[config.mk]
export PLATFORM = sky130hd
export DESIGN_NAME = pa_iu_mul_arb_flat
export DESIGN_NICKNAME = d
export VERILOG_FILES = /design/src/rtl/pa_iu_mul_arb_if.sv /design/src/rtl/pa_iu_mul_arb.sv /design/src/flat_wrapper.sv
export SDC_FILE = /design/constraint.sdc
export NUM_CORES = 1
export LEC_CHECK = 0
export ABC_AREA = 1
export BUFFER_PORTS_ARGS = -buffer_cell sky130_fd_sc_hd__clkbuf_2
export CAP_MARGIN = 10
export CORE_AREA = 2 2 108 110
export CTS_CLUSTER_SIZE = 14
export DETAILED_ROUTE_END_ITERATION = 7
export DIE_AREA = 0 0 110 112
export GPL_TIMING_DRIVEN = 0
export PLACE_DENSITY = 0.46
export SLEW_MARGIN = 10
export SYNTH_ARGS = -nofsm -noshare
export SYNTH_HDL_FRONTEND = slang
export SYNTH_SLANG_ARGS = --single-unit
export TNS_END_PERCENT = 10
[constraint.sdc]
create_clock -name forever_cpuclk -period 3.4 [get_ports forever_cpuclk]
set_input_delay 0.68 -clock forever_cpuclk [delete_from_list [all_inputs] [get_ports forever_cpuclk]]
set_output_delay 0.68 -clock forever_cpuclk [all_outputs]
set_load 0.01 [all_outputs]
[src/rtl/pa_iu_mul_arb_if.sv]
// Request/response/multiplier bundle for the shared multiplier arbiter.
// master = requesters + multiplier, slave = arbiter.
interface pa_iu_mul_arb_if;
  logic        req0_vld;
  logic [31:0] req0_src0;
  logic [31:0] req0_src1;
  logic [2:0]  req0_func;
  logic        req0_rdy;
  logic        req1_vld;
  logic [31:0] req1_src0;
  logic [31:0] req1_src1;
  logic [2:0]  req1_func;
  logic        req1_rdy;
  logic        rsp0_vld;
  logic        rsp0_rdy;
  logic        rsp1_vld;
  logic        rsp1_rdy;
  logic [31:0] rsp_rslt;
  logic        flush;
  logic        mul_ex1_sel;
  logic [31:0] mul_ex1_src0;
  logic [31:0] mul_ex1_src1;
  logic [2:0]  mul_ex1_func;
  logic        mul_ex2_stall;
  logic [31:0] mul_ex2_rslt;
  logic        arb_busy;

  modport master (
    output req0_vld, req0_src0, req0_src1, req0_func,
    output req1_vld, req1_src0, req1_src1, req1_func,
    output rsp0_rdy, rsp1_rdy, flush, mul_ex2_rslt,
    input  req0_rdy, req1_rdy, rsp0_vld, rsp1_vld,
    input  rsp_rslt, mul_ex1_sel, mul_ex1_src0,
    input  mul_ex1_src1, mul_ex1_func, mul_ex2_stall,
    input  arb_busy
  );

  modport slave (
    input  req0_vld, req0_src0, req0_src1, req0_func,
    input  req1_vld, req1_src0, req1_src1, req1_func,
    input  rsp0_rdy, rsp1_rdy, flush, mul_ex2_rslt,
    output req0_rdy, req1_rdy, rsp0_vld, rsp1_vld,
    output rsp_rslt, mul_ex1_sel, mul_ex1_src0,
    output mul_ex1_src1, mul_ex1_func, mul_ex2_stall,
    output arb_busy
  );
endinterface

[src/rtl/pa_iu_mul_arb.sv]
// Two-requester arbiter/sequencer for the shared EX1/EX2 multiplier.
// Requester 0 has priority; a starvation counter guarantees requester 1.
module pa_iu_mul_arb #(
  parameter int unsigned STARVE_MAX = 3
) (
  input logic            forever_cpuclk,
  input logic            cpurst,
  pa_iu_mul_arb_if.slave mif
);

  logic       ex2_vld;
  logic       ex2_own;
  logic [3:0] starve_cnt;

  logic rsp_fire;
  logic slot_free;
  logic starved;
  logic pick0;
  logic pick1;
  logic gnt0;
  logic gnt1;

  always_comb begin
    rsp_fire  = ex2_vld &
                (ex2_own ? mif.rsp1_rdy : mif.rsp0_rdy);
    slot_free = !ex2_vld | rsp_fire;
    starved   = starve_cnt == 4'(STARVE_MAX);
    pick1     = mif.req1_vld &
                (!mif.req0_vld | starved | mif.flush);
    pick0     = mif.req0_vld & !mif.flush & !pick1;
    gnt0      = pick0 & slot_free & !cpurst;
    gnt1      = pick1 & slot_free & !cpurst;
  end

  always_comb begin
    mif.mul_ex1_src0 = '0;
    mif.mul_ex1_src1 = '0;
    mif.mul_ex1_func = '0;
    unique case (1'b1)
      gnt1: begin
        mif.mul_ex1_src0 = mif.req1_src0;
        mif.mul_ex1_src1 = mif.req1_src1;
        mif.mul_ex1_func = mif.req1_func;
      end
      gnt0: begin
        mif.mul_ex1_src0 = mif.req0_src0;
        mif.mul_ex1_src1 = mif.req0_src1;
        mif.mul_ex1_func = mif.req0_func;
      end
      default: ;
    endcase
  end

  assign mif.req0_rdy      = gnt0;
  assign mif.req1_rdy      = gnt1;
  assign mif.mul_ex1_sel   = gnt0 | gnt1;
  assign mif.mul_ex2_stall = ex2_vld & !rsp_fire & !cpurst;
  assign mif.rsp0_vld      = ex2_vld & !ex2_own &
                             !mif.flush & !cpurst;
  assign mif.rsp1_vld      = ex2_vld & ex2_own & !cpurst;
  assign mif.rsp_rslt      = mif.mul_ex2_rslt;
  assign mif.arb_busy      = ex2_vld | mif.req0_vld |
                             mif.req1_vld;

  // a flush only drops requester-0 work still parked in EX2
  always_ff @(posedge forever_cpuclk) begin
    if (cpurst) begin
      ex2_vld <= 1'b0;
      ex2_own <= 1'b0;
    end else if (slot_free) begin
      ex2_vld <= gnt0 | gnt1;
      ex2_own <= gnt1;
    end else if (mif.flush & !ex2_own) begin
      ex2_vld <= 1'b0;
    end
  end

  always_ff @(posedge forever_cpuclk) begin
    if (cpurst) begin
      starve_cnt <= '0;
    end else if (gnt1 | !mif.req1_vld) begin
      starve_cnt <= '0;
    end else if (gnt0 & !starved) begin
      starve_cnt <= starve_cnt + 4'd1;
    end
  end

endmodule

[src/flat_wrapper.sv]
// flat-port wrapper written by rule: the top's interface ports become plain ports
module pa_iu_mul_arb_flat 
#(
  parameter int unsigned STARVE_MAX = 3
)
  (forever_cpuclk, cpurst, mif_req0_vld, mif_req0_src0, mif_req0_src1, mif_req0_func, mif_req1_vld, mif_req1_src0, mif_req1_src1, mif_req1_func, mif_rsp0_rdy, mif_rsp1_rdy, mif_flush, mif_mul_ex2_rslt, mif_req0_rdy, mif_req1_rdy, mif_rsp0_vld, mif_rsp1_vld, mif_rsp_rslt, mif_mul_ex1_sel, mif_mul_ex1_src0, mif_mul_ex1_src1, mif_mul_ex1_func, mif_mul_ex2_stall, mif_arb_busy);
  pa_iu_mul_arb_if mif_i ();
  input logic forever_cpuclk;
  input logic cpurst;
  input wire logic [$bits(mif_i.req0_vld)-1:0] mif_req0_vld;
  input wire logic [$bits(mif_i.req0_src0)-1:0] mif_req0_src0;
  input wire logic [$bits(mif_i.req0_src1)-1:0] mif_req0_src1;
  input wire logic [$bits(mif_i.req0_func)-1:0] mif_req0_func;
  input wire logic [$bits(mif_i.req1_vld)-1:0] mif_req1_vld;
  input wire logic [$bits(mif_i.req1_src0)-1:0] mif_req1_src0;
  input wire logic [$bits(mif_i.req1_src1)-1:0] mif_req1_src1;
  input wire logic [$bits(mif_i.req1_func)-1:0] mif_req1_func;
  input wire logic [$bits(mif_i.rsp0_rdy)-1:0] mif_rsp0_rdy;
  input wire logic [$bits(mif_i.rsp1_rdy)-1:0] mif_rsp1_rdy;
  input wire logic [$bits(mif_i.flush)-1:0] mif_flush;
  input wire logic [$bits(mif_i.mul_ex2_rslt)-1:0] mif_mul_ex2_rslt;
  output wire logic [$bits(mif_i.req0_rdy)-1:0] mif_req0_rdy;
  output wire logic [$bits(mif_i.req1_rdy)-1:0] mif_req1_rdy;
  output wire logic [$bits(mif_i.rsp0_vld)-1:0] mif_rsp0_vld;
  output wire logic [$bits(mif_i.rsp1_vld)-1:0] mif_rsp1_vld;
  output wire logic [$bits(mif_i.rsp_rslt)-1:0] mif_rsp_rslt;
  output wire logic [$bits(mif_i.mul_ex1_sel)-1:0] mif_mul_ex1_sel;
  output wire logic [$bits(mif_i.mul_ex1_src0)-1:0] mif_mul_ex1_src0;
  output wire logic [$bits(mif_i.mul_ex1_src1)-1:0] mif_mul_ex1_src1;
  output wire logic [$bits(mif_i.mul_ex1_func)-1:0] mif_mul_ex1_func;
  output wire logic [$bits(mif_i.mul_ex2_stall)-1:0] mif_mul_ex2_stall;
  output wire logic [$bits(mif_i.arb_busy)-1:0] mif_arb_busy;
  assign mif_i.req0_vld = mif_req0_vld;
  assign mif_i.req0_src0 = mif_req0_src0;
  assign mif_i.req0_src1 = mif_req0_src1;
  assign mif_i.req0_func = mif_req0_func;
  assign mif_i.req1_vld = mif_req1_vld;
  assign mif_i.req1_src0 = mif_req1_src0;
  assign mif_i.req1_src1 = mif_req1_src1;
  assign mif_i.req1_func = mif_req1_func;
  assign mif_i.rsp0_rdy = mif_rsp0_rdy;
  assign mif_i.rsp1_rdy = mif_rsp1_rdy;
  assign mif_i.flush = mif_flush;
  assign mif_i.mul_ex2_rslt = mif_mul_ex2_rslt;
  assign mif_req0_rdy = mif_i.req0_rdy;
  assign mif_req1_rdy = mif_i.req1_rdy;
  assign mif_rsp0_vld = mif_i.rsp0_vld;
  assign mif_rsp1_vld = mif_i.rsp1_vld;
  assign mif_rsp_rslt = mif_i.rsp_rslt;
  assign mif_mul_ex1_sel = mif_i.mul_ex1_sel;
  assign mif_mul_ex1_src0 = mif_i.mul_ex1_src0;
  assign mif_mul_ex1_src1 = mif_i.mul_ex1_src1;
  assign mif_mul_ex1_func = mif_i.mul_ex1_func;
  assign mif_mul_ex2_stall = mif_i.mul_ex2_stall;
  assign mif_arb_busy = mif_i.arb_busy;
  pa_iu_mul_arb #(.STARVE_MAX(STARVE_MAX)) u_core (.forever_cpuclk(forever_cpuclk), .cpurst(cpurst), .mif(mif_i));
endmodule
# Word-level counts from Yosys, hierarchy flattened
# Index checks and enable logic that the tools add are counted.
totals:
  ff_bits: 6
  input_bits: 173
  output_inout_bits: 106
  elab_cells: 46
op_classes:
  addsub: 1
  eq_ne: 1
  muxes: 6
  bitwise: 24
  n_reduce_logical: 11
ops:
  columns: ["op", "n"]
  rows:
  - ["$pmux W32 S2", 2]
  - ["$and A1 B1 Y1", 17]
  - ["$logic_not A1 Y1", 9]
  - ["$or A1 B1 Y1", 7]
  - ["$pmux W3 S2", 1]
  - ["$add A4 B1 Y4 const B", 1]
  - ["$eq A4 B2 Y1 const B", 1]
  - ["$mux W1", 3]
  - ["$reduce_bool A2 Y1", 1]
  - ["$reduce_or A2 Y1", 1]

# Depth between registers and ports, before layout
# Gate-level depths: netlist of the first run.
depth:
  ltp_word: 10
  depth_mapped: 10
  ltp_nobuf: 8

# Worst setup path before layout of the first run
# OpenSTA, ideal clock, no wires.
synth_path:
  path_type: "input -> output"
  startpoint: "input port mif_req0_vld"
  endpoint: "output port mif_mul_ex1_src0[10]"
  t_arrival_ns: 1.587
  slack_ns: 1.133
  stages: 10
  n_path_buf: 2
  cell_sequence: "inv_1 nor2_2 nand2_1 nor2_4 nand2_4 inv_4 buf_6 buf_12 nand2_2 nand2_1"
synth_via:
  elab_chain_cells: 9
  elab_cells_between_ends: 12
  classes_between: "mux (1); bitwise (9); reduce/logical (2)"
synth_rtl:
  columns: ["item", "line", "source"]
  rows:
  - ["from (decl)", "flat_wrapper.sv:10", "input wire logic [$bits(mif_i.req0_vld)-1:0] mif_req0_vld;"]
  - ["$logic_not A1 Y1", "pa_iu_mul_arb.sv:29", "(!mif.req0_vld | starved | mif.flush);"]
  - ["$or A1 B1 Y1 (2 in series)", "pa_iu_mul_arb.sv:29", null]
  - ["$and A1 B1 Y1", "pa_iu_mul_arb.sv:28", "pick1 = mif.req1_vld &"]
  - ["$logic_not A1 Y1", "pa_iu_mul_arb.sv:30", "pick0 = mif.req0_vld & !mif.flush & !pick1;"]
  - ["$and A1 B1 Y1", "pa_iu_mul_arb.sv:30", null]
  - ["$and A1 B1 Y1 (2 in series)", "pa_iu_mul_arb.sv:31", "gnt0 = pick0 & slot_free & !cpurst;"]
  - ["$pmux W32 S2 *", "pa_iu_mul_arb.sv:39", "unique case (1'b1)"]
  - ["to (decl)", "flat_wrapper.sv:28", "output wire logic [$bits(mif_i.mul_ex1_src0)-1:0] mif_mul_ex1_src0;"]
# Every way passes the cells marked *; elsewhere a longest branch is shown, timed or not.

# Worst setup path after layout of the first run
layout_path:
  startpoint: "input port mif_flush"
  endpoint: "output port mif_mul_ex1_src0[26]"
layout_via:
  elab_chain_cells: 7
  elab_cells_between_ends: 11
  classes_between: "mux (1); bitwise (8); reduce/logical (2)"
layout_rtl:
  columns: ["item", "line", "source"]
  rows:
  - ["from (decl)", "flat_wrapper.sv:20", "input wire logic [$bits(mif_i.flush)-1:0] mif_flush;"]
  - ["$or A1 B1 Y1", "pa_iu_mul_arb.sv:29", null]
  - ["$and A1 B1 Y1", "pa_iu_mul_arb.sv:28", null]
  - ["$logic_not A1 Y1", "pa_iu_mul_arb.sv:30", null]
  - ["$and A1 B1 Y1", "pa_iu_mul_arb.sv:30", null]
  - ["$and A1 B1 Y1 (2 in series)", "pa_iu_mul_arb.sv:31", null]
  - ["$pmux W32 S2 *", "pa_iu_mul_arb.sv:39", null]
# Marked as above.

==> flow_metrics.env, run 1 <==
export IMPL_grt_use_met3_pct=1.23
export IMPL_cts_resized_gates=0
export IMPL_num_nets_final=742
export IMPL_finalMaxSlewViolations=0
export IMPL_path_clk_slew_ns=0.03
export IMPL_overflow=0
export IMPL_ys_warnings_count=0
export IMPL_cts_htree_levels=1
export IMPL_syn_inst=317
export IMPL_cts_tree="done"
export IMPL_yosys_area_top_type="sky130_fd_sc_hd__nand2_1"
export IMPL_worst_skew_late_latency_ns=0.23
export IMPL_critical_path_max_stage_delay_ns=0.18
export IMPL_report_final_setup_viol=0
export IMPL_hold_path_class="register to register"
export IMPL_p_int_w=0.000378
export IMPL_initial_standard_cell_utilization_of_the_core_pct=14.0
export IMPL_run_status="completed"
export IMPL_cts_hold_buffers_added=0
export IMPL_criticalPathCategory="input port to primary output"
export IMPL_syn_nets=491
export IMPL_p_comb_share_pct=53.3
export IMPL_p_clk_share_pct=33.4
export IMPL_switching_share_pct=33.1
export IMPL_crit_path_frequent_cell="sky130_fd_sc_hd__nand2_1"
export IMPL_max_freq_mhz=380
export IMPL_fp_dieArea_sq_um=12300
export IMPL_met2_usage_pct=19.6
export IMPL_critical_path_peak_fanout=10
export IMPL_synth_edf_count=0
export IMPL_firstDrtPassIters=4
export IMPL_slowest_stage="sky130_fd_sc_hd__nor2_4"
export IMPL_cts_made_buffers=3
export IMPL_areaGrowthSynthToFinish_pct=95.1
export IMPL_finalWeightedCongestion=0.742
export IMPL_n_fill_cell=1258
export IMPL_std_cell_rows=39
export IMPL_floorplan_io_pins=279
export IMPL_synth_cell_types=24
export IMPL_cts_repair_timing_setup_buffer_count=0
export IMPL_multi_input_area_sq_um=1030
export IMPL_rsz_0062_raised_after_global_routing="no"
export IMPL_p_leak_nw=2.12
export IMPL_dp_hpwl_microns=6150
export IMPL_detail_route_wl_per_cell_microns=9.68
export IMPL_reg_power_share_pct=13.3
export IMPL_synth_async_sr_flop_share_pct=0
export IMPL_tightest_slew_ns=0.272
export IMPL_remaining_drc_errors=0
export IMPL_clock_tree_buffer_depth=2
export IMPL_crit_path_cell_trace="clkbuf_2 -> nor2_2 -> nand2_1 -> nor2_4 -> nand2_4 -> inv_4 -> buf_6 -> buf_6 -> nand2_1 -> nand2_1 -> clkbuf_2"
export IMPL_cp_data_arrival_time_ns=1.95
export IMPL_timing_final_crit_period_ns=2.63
export IMPL_grt_util_all_layers_pct=9.71
export IMPL_power_density_cell_area_nw_per_um2=185
export IMPL_cap_viol_max_count=0
export IMPL_critPathTopFamily="buffers and inverters"
export IMPL_peakVddDrop_v=0.000185
export IMPL_synthFlopType="sky130_fd_sc_hd__dfxtp_1"
export IMPL_first_global_vias=2264
export IMPL_required_time_at_the_endpoint_of_the_critical_path_ns=2.72
export IMPL_dp_cells=706
export IMPL_postRouteWirelength_microns=6860
export IMPL_yosys_top_cells_area="sky130_fd_sc_hd__nand2_1 (49%), sky130_fd_sc_hd__buf_4 (17%), sky130_fd_sc_hd__dfxtp_1 (7.7%)"
export IMPL_diodes=0
export IMPL_register_bit_count_reported_by_yosys=6
export IMPL_timing_max_slew_rel_slack_pct=81.7
export IMPL_synth_seq_area_share_pct=7.69
export IMPL_crit_buf_inv=5
export IMPL_number_of_port_buffers=246
export IMPL_fp_coreArea_sq_um=11200
export IMPL_drt_iter0_drc=77
export IMPL_gr_usage_met1_pct=10.5
export IMPL_clkSinkCount=6
export IMPL_cts_root_buf="sky130_fd_sc_hd__clkbuf_16"
export IMPL_maximum_number_of_pins_on_one_net_before_global_route_repair=11
export IMPL_floorplan_die_height_microns=112
export IMPL_post_route_insts_no_fill=709
export IMPL_route_detailed_vias_per_inst=3.66
export IMPL_wire_length_of_the_first_global_routing_pass_microns=9830
export IMPL_switching_power_w=0.000187
export IMPL_netlist_area_sq_um=1560
export IMPL_number_of_antenna_violations_at_the_first_check_in_global_routing=0
export IMPL_grt_busiest_layer="met2"
export IMPL_yosys_cell_count_top_type="sky130_fd_sc_hd__nand2_1"
export IMPL_end_kind="primary output"
export IMPL_die_w_microns=110
export IMPL_finalClockSkew_ns=0.000589
export IMPL_worst_setup_path_start_kind="input port"
export IMPL_drtAntennaViolNets=0
export IMPL_share_of_the_clock_period_used_by_the_worst_path_pct=77.4
export IMPL_hold_violations=0
export IMPL_synthDominantCellAreaShare_pct=48.8
export IMPL_seq_area_sq_um=120
export IMPL_setup_total_negative_slack_ns=0
export IMPL_synth_top_cells_by_count="sky130_fd_sc_hd__nand2_1 (203), sky130_fd_sc_hd__buf_4 (35), sky130_fd_sc_hd__inv_1 (14), sky130_fd_sc_hd__nand2_2 (14), sky130_fd_sc_hd__nor2_1 (10)"
export IMPL_final_core_util_pct=27.3
export IMPL_fraction_of_final_layout_cells_with_drive_strength_greater_than_1_pct=56.0
export IMPL_average_instance_area_after_synthesis_sq_um=4.93
export IMPL_via_count=2592
==> cell families after synthesis <==
group                      after synthesis  share of synthesized area [%]
buffers and inverters                   63                           26.4
DFF                                      6                           7.69
adders and majority gates                1                          0.801
and+or+nand+nor                        243                           63.6
xor gates and xnor gates                 1                          0.561
AOI/OAI and AO/OA                        3                          0.961
==> area by class of cell <==
type | count | share of cell area, %
multi-input combinational | 248 | 33.8
sequential | 6 | 3.94
tap | 143 | 5.87
buffer | 46 | 11.3
inverter | 17 | 2.18
clock buffer | 3 | 2.46
timing repair buffer | 246 | 40.4
==> routing by layer <==
metal / vias to the layer above / share of wire [%]
li1: 1407 / -
met2: 128 / 53
met4: 0 / 0.66
met1: 1052 / 37
met5: - / 0
met3: 5 / 9.5
==> worst reg2reg max path: stages, from the launching register on <==
cell	delay, ns
sky130_fd_sc_hd__dfxtp_1	0.32
sky130_fd_sc_hd__ha_1	0.24
sky130_fd_sc_hd__nand2_2	0.12
sky130_fd_sc_hd__nand2_2	0.08
sky130_fd_sc_hd__nand2_2	0.12
sky130_fd_sc_hd__nand3_1	0.14
sky130_fd_sc_hd__nand2_1	0.08
sky130_fd_sc_hd__inv_1	0.03
sky130_fd_sc_hd__nor2_1	0.10
==> cell usage in the layout, fill, tap and decap left out <==
| cell | netlist | routed |
|---|---|---|
| sky130_fd_sc_hd__nor2_1 | 10 | 10 |
| sky130_fd_sc_hd__buf_12 | 1 | 1 |
| sky130_fd_sc_hd__nand2_1 | 203 | 203 |
| sky130_fd_sc_hd__buf_4 | 35 | 35 |
| sky130_fd_sc_hd__nand2_2 | 14 | 14 |
| sky130_fd_sc_hd__inv_4 | 1 | 1 |
| sky130_fd_sc_hd__o21ai_0 | 1 | 1 |
| sky130_fd_sc_hd__nand2_4 | 1 | 1 |
| sky130_fd_sc_hd__buf_2 | 8 | 8 |
| sky130_fd_sc_hd__clkbuf_2 | 0 | 246 |
| sky130_fd_sc_hd__nand3b_1 | 1 | 1 |
| sky130_fd_sc_hd__buf_6 | 2 | 2 |
| sky130_fd_sc_hd__xor2_1 | 1 | 1 |
| sky130_fd_sc_hd__nor2_4 | 1 | 1 |
| sky130_fd_sc_hd__inv_2 | 2 | 2 |
| sky130_fd_sc_hd__nand3_2 | 1 | 1 |
| sky130_fd_sc_hd__nand4_1 | 2 | 2 |
| sky130_fd_sc_hd__a21oi_1 | 2 | 2 |
| sky130_fd_sc_hd__nand3_1 | 6 | 6 |
| sky130_fd_sc_hd__clkbuf_16 | 0 | 3 |
| sky130_fd_sc_hd__inv_1 | 14 | 14 |
| sky130_fd_sc_hd__ha_1 | 1 | 1 |
| sky130_fd_sc_hd__nor2_2 | 2 | 2 |
| sky130_fd_sc_hd__nor4_1 | 1 | 1 |
| sky130_fd_sc_hd__dfxtp_1 | 6 | 6 |
| sky130_fd_sc_hd__nor3_1 | 1 | 1 |
==> metrics by stage <==
stage,worst slack (ns),area (sq um),hold WS (ns),total power [W]
4_1_cts,0.713,3050,0.508,0.000574
5_1_grt,0.599,3050,0.530,0.000610
2_1_floorplan,1.13,1560,0.471,0.000219
6_report,0.770,3050,0.508,0.000565
3_3_place_gp,0.718,2970,0.497,0.000381
3_5_place_dp,0.712,2970,0.504,0.000381
==> power by group through the flow <==
| stage | logic, W | registers [W] | clock network, W |
|---|---|---|---|
| finish | 0.000301 | 0.0000751 | 0.000189 |
| floorplan | 0.000143 | 0.0000757 | 0 |
| global placement | 0.000305 | 0.0000761 | 0 |
| CTS | 0.000307 | 0.0000752 | 0.000192 |
| global route | 0.000337 | 0.0000755 | 0.000197 |
| detailed placement | 0.000305 | 0.0000761 | 0 |
==> state kept, by name (all words and copies together) (netlist names) <==
signal,flops
u_core.starve_cnt,4
u_core.ex2_own,1
u_core.ex2_vld,1
==> final timing paths <==
| check | startpoint | to | slack (ns) | cells after the start |
|---|---|---|---|---|
| hold / removal | u_core.starve_cnt[0] | u_core.starve_cnt[0] | 0.51 | 2 |
| setup reg to reg | u_core.starve_cnt[0] | u_core.starve_cnt[1] | 2.09 | 8 |
| setup / recovery | mif_flush | mif_mul_ex1_src0[26] | 0.77 | 11 |
| hold reg to reg | u_core.starve_cnt[0] | u_core.starve_cnt[0] | 0.51 | 2 |
Note: power is estimated with default switching activity, not from simulation.
==> run 2: changes to the inputs <==
--- a/config.mk
+++ b/config.mk
@@ -8,12 +8,12 @@
 export ABC_AREA = 1
 export BUFFER_PORTS_ARGS = -buffer_cell sky130_fd_sc_hd__clkbuf_2
 export CAP_MARGIN = 10
-export CORE_AREA = 2 2 108 110
+export CORE_AREA = 2 2 109 111
 export CTS_CLUSTER_SIZE = 14
 export DETAILED_ROUTE_END_ITERATION = 7
-export DIE_AREA = 0 0 110 112
+export DIE_AREA = 0 0 111 113
 export GPL_TIMING_DRIVEN = 0
-export PLACE_DENSITY = 0.46
+export PLACE_DENSITY = 0.45
 export SLEW_MARGIN = 10
 export SYNTH_ARGS = -nofsm -noshare
 export SYNTH_HDL_FRONTEND = slang
==> constraint.sdc (replaced) <==
create_clock -name forever_cpuclk -period 2.7 [get_ports forever_cpuclk]
set_input_delay 0.54 -clock forever_cpuclk [delete_from_list [all_inputs] [get_ports forever_cpuclk]]
set_output_delay 0.54 -clock forever_cpuclk [all_outputs]
set_load 0.01 [all_outputs]
==> flow_metrics.env, run 2 (synthesized netlist as in run 1, its figures left out) <==
export IMPL_place_area_sq_um=2970
export IMPL_dp_hpwl_microns=6630
export IMPL_p_comb_share_pct=52.8
export IMPL_p_leak_nw=2.12
export IMPL_critical_path_max_stage_delay_ns=0.37
export IMPL_clock_tree_buffer_depth=2
export IMPL_max_freq_mhz=411
export IMPL_cts_tree="done"
export IMPL_remaining_drc_errors=0
export IMPL_fin_area_sq_um=3050
export IMPL_timing_max_slew_rel_slack_pct=84.1
export IMPL_peakVddDrop_v=0.000128
export IMPL_cts_hold_buffers_added=0
export IMPL_slowest_stage="sky130_fd_sc_hd__dfxtp_1"
export IMPL_critical_path_peak_fanout=10
export IMPL_register_name_with_the_most_flops="u_core.starve_cnt"
export IMPL_cts_root_buf="sky130_fd_sc_hd__clkbuf_16"
export IMPL_n_fill_cell=1321
export IMPL_rsz_0062_raised_after_global_routing="no"
export IMPL_fp_dieArea_sq_um=12500
export IMPL_number_of_port_buffers=246
export IMPL_final_core_util_pct=27.1
export IMPL_worst_skew_late_latency_ns=0.23
export IMPL_p_clk_share_pct=34.1
export IMPL_via_count=2665
export IMPL_cts_repair_timing_setup_buffer_count=0
export IMPL_areaGrowthSynthToFinish_pct=95.4
export IMPL_share_of_the_clock_period_used_by_the_worst_path_pct=90.1
export IMPL_run_status="completed"
export IMPL_wire_length_of_the_first_global_routing_pass_microns=11700
export IMPL_number_of_antenna_violations_at_the_first_check_in_global_routing=0
export IMPL_firstDrtPassIters=4
export IMPL_fraction_of_final_layout_cells_with_drive_strength_greater_than_1_pct=56.0
export IMPL_drt_iter0_drc=60
export IMPL_switching_power_w=0.000247
export IMPL_tightest_slew_ns=0.237
export IMPL_hold_violations=0
export IMPL_num_nets_final=742
export IMPL_crit_path_cell_trace="ha_1 -> nand2_2 -> nand2_2 -> nand3_2 -> inv_2 -> buf_6 -> buf_4 -> nand2_1 -> nand2_1 -> clkbuf_2"
export IMPL_cap_viol_max_count=0
export IMPL_detail_route_wl_per_cell_microns=10.5
export IMPL_floorplan_die_height_microns=113
export IMPL_criticalPathCategory="register to primary output"
export IMPL_end_kind="primary output"
export IMPL_cp_startpoint="u_core.starve_cnt[0]"
export IMPL_switching_share_pct=34.1
export IMPL_route_detailed_vias_per_inst=3.76
export IMPL_grt_util_all_layers_pct=11.1
export IMPL_floorplan_io_pins=279
export IMPL_setup_total_negative_slack_ns=0
export IMPL_overflow=0
export IMPL_cts_made_buffers=3
export IMPL_die_w_microns=111
export IMPL_postRouteWirelength_microns=7440
export IMPL_worst_setup_path_start_kind="register"
export IMPL_finalWeightedCongestion=0.863
export IMPL_diodes=0
export IMPL_r2r_start="u_core.starve_cnt[0]"
export IMPL_drtAntennaViolNets=0
export IMPL_fp_coreArea_sq_um=11300
export IMPL_maximum_number_of_pins_on_one_net_before_global_route_repair=11
export IMPL_most_common_cell_after_layout_fill_and_taps_aside="sky130_fd_sc_hd__clkbuf_2"
export IMPL_clkSinkCount=6
export IMPL_mostFrequentLayoutCells="sky130_fd_sc_hd__clkbuf_2 (246), sky130_fd_sc_hd__nand2_1 (203), sky130_fd_sc_hd__buf_4 (34), sky130_fd_sc_hd__nand2_2 (14), sky130_fd_sc_hd__inv_1 (14)"
export IMPL_worst_r2r_setup_slack_ns=1.38
export IMPL_std_cell_rows=39
export IMPL_timing_final_crit_period_ns=2.43
export IMPL_cp_data_arrival_time_ns=1.89
export IMPL_reg_power_share_pct=13.1
export IMPL_min_delay_start="u_core.starve_cnt[0]"
export IMPL_cts_resized_gates=0
export IMPL_report_final_setup_viol=0
export IMPL_hold_path_class="register to register"
export IMPL_initial_standard_cell_utilization_of_the_core_pct=13.9
export IMPL_finalClockSkew_ns=0.00123
export IMPL_first_global_vias=2500
export IMPL_largest_reg_flops=4
export IMPL_required_time_at_the_endpoint_of_the_critical_path_ns=2.16
export IMPL_cts_htree_levels=1
export IMPL_power_density_cell_area_nw_per_um2=238
export IMPL_path_clk_slew_ns=0.04
export IMPL_layout_top_registers="u_core.starve_cnt (4), u_core.ex2_own (1), u_core.ex2_vld (1)"
export IMPL_p_int_w=0.000478
export IMPL_finalMaxSlewViolations=0
==> run 2: worst max-delay path: cells and delay by family (launching register included) <==
kind                       cells  cell delay (ns)
DFF                            1             0.37
buffers and inverters          4             0.63
adders and majority gates      1             0.22
and+or+nand+nor                5             0.44
==> run 2: power groups by stage <==
stage,combinational (W),clock (W),sequential (W)
2_1_floorplan,0.000180,0,0.0000953
4_1_cts,0.000390,0.000253,0.0000946
5_1_grt,0.000427,0.000260,0.0000953
3_3_place_gp,0.000386,0,0.0000959
3_5_place_dp,0.000388,0,0.0000959
6_report,0.000383,0.000247,0.0000947
==> run 2: per-layer routing <==
layer	wire length, microns	track usage, %
met1	2860	12.6
met2	3830	21.1
met3	692	2.52
met4	59	2.50
met5	0	0
==> run 2: final timing paths <==
path | to | depth (start not counted)
setup / recovery | mif_mul_ex1_src0[11] | 10
hold reg to reg | u_core.starve_cnt[0] | 2
setup reg to reg | u_core.starve_cnt[2] | 8
hold / removal | u_core.starve_cnt[0] | 2
==> run 2: layout make-up <==
cell class                 count  area (sq um)  area share, %
multi-input combinational    248          1030           33.8
clock buffer                   3          75.1           2.46
buffer                        46           349           11.4
tap                          143           179           5.87
timing repair buffer         246          1230           40.4
inverter                      17          66.3           2.17
sequential                     6           120           3.94
==> run 2: per-stage QoR <==
| stage | instances | setup WS, ns | power, W | hold WS, ns |
|---|---|---|---|---|
| 6_report | 709 | 0.266 | 0.000725 | 0.509 |
| 5_1_grt | 709 | 0.0310 | 0.000782 | 0.543 |
| 4_1_cts | 709 | 0.159 | 0.000737 | 0.509 |
| 3_5_place_dp | 706 | 0.283 | 0.000484 | 0.502 |
| 3_3_place_gp | 706 | 0.296 | 0.000482 | 0.495 |
| 2_1_floorplan | 317 | 0.713 | 0.000275 | 0.471 |
==> run 3: changes to the inputs <==
--- a/config.mk
+++ b/config.mk
@@ -8,12 +8,13 @@
 export ABC_AREA = 1
 export BUFFER_PORTS_ARGS = -buffer_cell sky130_fd_sc_hd__clkbuf_2
 export CAP_MARGIN = 10
-export CORE_AREA = 2 2 109 111
+export CORE_AREA = 2 2 107 109
+export CTS_BUF_LIST = sky130_fd_sc_hd__clkbuf_8
 export CTS_CLUSTER_SIZE = 14
 export DETAILED_ROUTE_END_ITERATION = 7
-export DIE_AREA = 0 0 111 113
+export DIE_AREA = 0 0 109 111
 export GPL_TIMING_DRIVEN = 0
-export PLACE_DENSITY = 0.45
+export PLACE_DENSITY = 0.47
 export SLEW_MARGIN = 10
 export SYNTH_ARGS = -nofsm -noshare
 export SYNTH_HDL_FRONTEND = slang
==> flow_metrics.env, run 3 (synthesized netlist as in run 1, its figures left out) <==
export IMPL_run_status="completed"
export IMPL_worst_r2r_setup_slack_ns=1.42
export IMPL_floorplan_io_pins=279
export IMPL_slowest_stage="sky130_fd_sc_hd__dfxtp_1"
export IMPL_p_leak_nw=2.10
export IMPL_r2r_start="u_core.starve_cnt[0]"
export IMPL_cts_repair_timing_setup_buffer_count=0
export IMPL_route_detailed_vias_per_inst=3.73
export IMPL_crit_path_cell_trace="ha_1 -> nand2_2 -> nand2_2 -> nand3_2 -> inv_2 -> buf_4 -> buf_4 -> nand2_1 -> nand2_1 -> clkbuf_2"
export IMPL_worst_skew_late_latency_ns=0.22
export IMPL_largest_reg_flops=4
export IMPL_end_kind="primary output"
export IMPL_path_clk_slew_ns=0.03
export IMPL_maximum_number_of_pins_on_one_net_before_global_route_repair=11
export IMPL_cts_hold_buffers_added=0
export IMPL_dp_cells=706
export IMPL_clock_tree_buffer_depth=2
export IMPL_rsz_0062_raised_after_global_routing="no"
export IMPL_peakVddDrop_v=0.000140
export IMPL_cts_root_buf="sky130_fd_sc_hd__clkbuf_8"
export IMPL_reg2regPathDepth=8
export IMPL_cts_tree="done"
export IMPL_initial_standard_cell_utilization_of_the_core_pct=14.1
export IMPL_via_count=2647
export IMPL_areaGrowthSynthToFinish_pct=92.9
export IMPL_drtAntennaViolNets=0
export IMPL_setup_total_negative_slack_ns=0
export IMPL_critical_path_peak_fanout=10
export IMPL_most_common_cell_after_layout_fill_and_taps_aside="sky130_fd_sc_hd__clkbuf_2"
export IMPL_die_w_microns=109
export IMPL_dp_hpwl_microns=6650
export IMPL_hold_path_class="register to register"
export IMPL_std_cell_rows=39
export IMPL_share_of_the_clock_period_used_by_the_worst_path_pct=89.5
export IMPL_worst_setup_path_start_kind="register"
export IMPL_number_of_stages_on_the_worst_hold_path=2
export IMPL_critical_path_max_stage_delay_ns=0.36
export IMPL_post_layout_total_power_w=0.000608
export IMPL_r2r_end="u_core.ex2_vld"
export IMPL_required_time_at_the_endpoint_of_the_critical_path_ns=2.16
export IMPL_post_route_insts_no_fill=709
export IMPL_num_nets_final=742
export IMPL_power_density_cell_area_nw_per_um2=202
export IMPL_register_name_with_the_most_flops="u_core.starve_cnt"
export IMPL_cts_resized_gates=0
export IMPL_crit_buf_inv=4
export IMPL_hold_violations=0
export IMPL_fp_dieArea_sq_um=12100
export IMPL_overflow=0
export IMPL_fin_area_sq_um=3010
export IMPL_timing_max_slew_rel_slack_pct=85.4
export IMPL_place_area_sq_um=2970
export IMPL_firstDrtPassIters=4
export IMPL_postRouteWirelength_microns=7270
export IMPL_cp_data_arrival_time_ns=1.88
export IMPL_mostFrequentLayoutCells="sky130_fd_sc_hd__clkbuf_2 (246), sky130_fd_sc_hd__nand2_1 (203), sky130_fd_sc_hd__buf_4 (35), sky130_fd_sc_hd__nand2_2 (14), sky130_fd_sc_hd__inv_1 (14)"
export IMPL_cts_made_buffers=3
export IMPL_grt_util_all_layers_pct=10.7
export IMPL_remaining_drc_errors=0
export IMPL_tightest_slew_ns=0.216
export IMPL_fraction_of_final_layout_cells_with_drive_strength_greater_than_1_pct=56.0
export IMPL_report_final_setup_viol=0
export IMPL_timing_final_crit_period_ns=2.42
export IMPL_layout_top_registers="u_core.starve_cnt (4), u_core.ex2_own (1), u_core.ex2_vld (1)"
export IMPL_cts_htree_levels=1
export IMPL_number_of_port_buffers=246
export IMPL_detail_route_wl_per_cell_microns=10.2
export IMPL_floorplan_die_height_microns=111
export IMPL_finalClockSkew_ns=0.00260
export IMPL_cap_viol_max_count=0
export IMPL_final_core_util_pct=27.2
export IMPL_fp_coreArea_sq_um=11100
export IMPL_min_delay_start="u_core.starve_cnt[0]"
export IMPL_min_to="u_core.starve_cnt[0]"
export IMPL_first_global_vias=2358
export IMPL_critPathTopFamily="buffers and inverters"
export IMPL_max_freq_mhz=414
export IMPL_finalMaxSlewViolations=0
export IMPL_clkSinkCount=6
export IMPL_wire_length_of_the_first_global_routing_pass_microns=10700
export IMPL_diodes=0
export IMPL_criticalPathCategory="register to primary output"
export IMPL_drt_iter0_drc=69
export IMPL_number_of_antenna_violations_at_the_first_check_in_global_routing=0
export IMPL_finalWeightedCongestion=0.740
-- run 3: metrics by stage --
step                      setup slack [ns]  hold slack [ns]
after floorplan                      0.713            0.471
after global placement               0.302            0.489
after detailed placement             0.288            0.497
after CTS                            0.198            0.501
after global routing                0.0586            0.548
final                                0.282            0.496
-- run 3: power by group --
part / switching, W / internal [W]
Combinational: 0.000188 / 0.000195
Sequential: 0.00000267 / 0.0000919
Clock: 0.0000351 / 0.0000955
-- run 3: routing by layer --
layer | vias to the layer above | track usage (%) | wire [microns]
li1 | 1406 | - | -
met1 | 1106 | 12.1 | 2730
met2 | 135 | 21.3 | 3800
met3 | 0 | 1.29 | 732
met4 | 0 | 1.37 | 0
met5 | - | 0 | 0
-- run 3: worst reg2reg max path: stages, from the launching register on --
cell and delay [ns]:
sky130_fd_sc_hd__dfxtp_1 0.36, sky130_fd_sc_hd__ha_1 0.21, sky130_fd_sc_hd__nand2_2 0.10, sky130_fd_sc_hd__nand2_2 0.09, sky130_fd_sc_hd__nand2_2 0.09, sky130_fd_sc_hd__nand2_4 0.11, sky130_fd_sc_hd__nand2_1 0.08, sky130_fd_sc_hd__nor2_1 0.09
sky130_fd_sc_hd__nor2_1 0.04
-- run 3: worst max-delay path by stage --
stage                    startpoint              endpoint  slack, ns  cells after the start
6_report       u_core.starve_cnt[0]  mif_mul_ex1_src0[12]       0.28                     10
5_1_grt        u_core.starve_cnt[0]  mif_mul_ex1_src0[12]       0.06                     10
4_1_cts        u_core.starve_cnt[0]  mif_mul_ex1_src0[12]       0.20                     10
3_5_place_dp              mif_flush  mif_mul_ex1_src0[12]       0.29                     11
3_3_place_gp              mif_flush  mif_mul_ex1_src0[24]       0.30                     11
2_1_floorplan          mif_req0_vld  mif_mul_ex1_src0[10]       0.71                     10
-- run 3: area by class of cell --
cell class | instances | area [sq um]
multi-input combinational | 248 | 1030
clock buffer | 3 | 41.3
sequential | 6 | 120
fill | 1308 | 8060
tap | 143 | 179
inverter | 17 | 66.3
buffer | 46 | 345
timing repair buffer | 246 | 1230
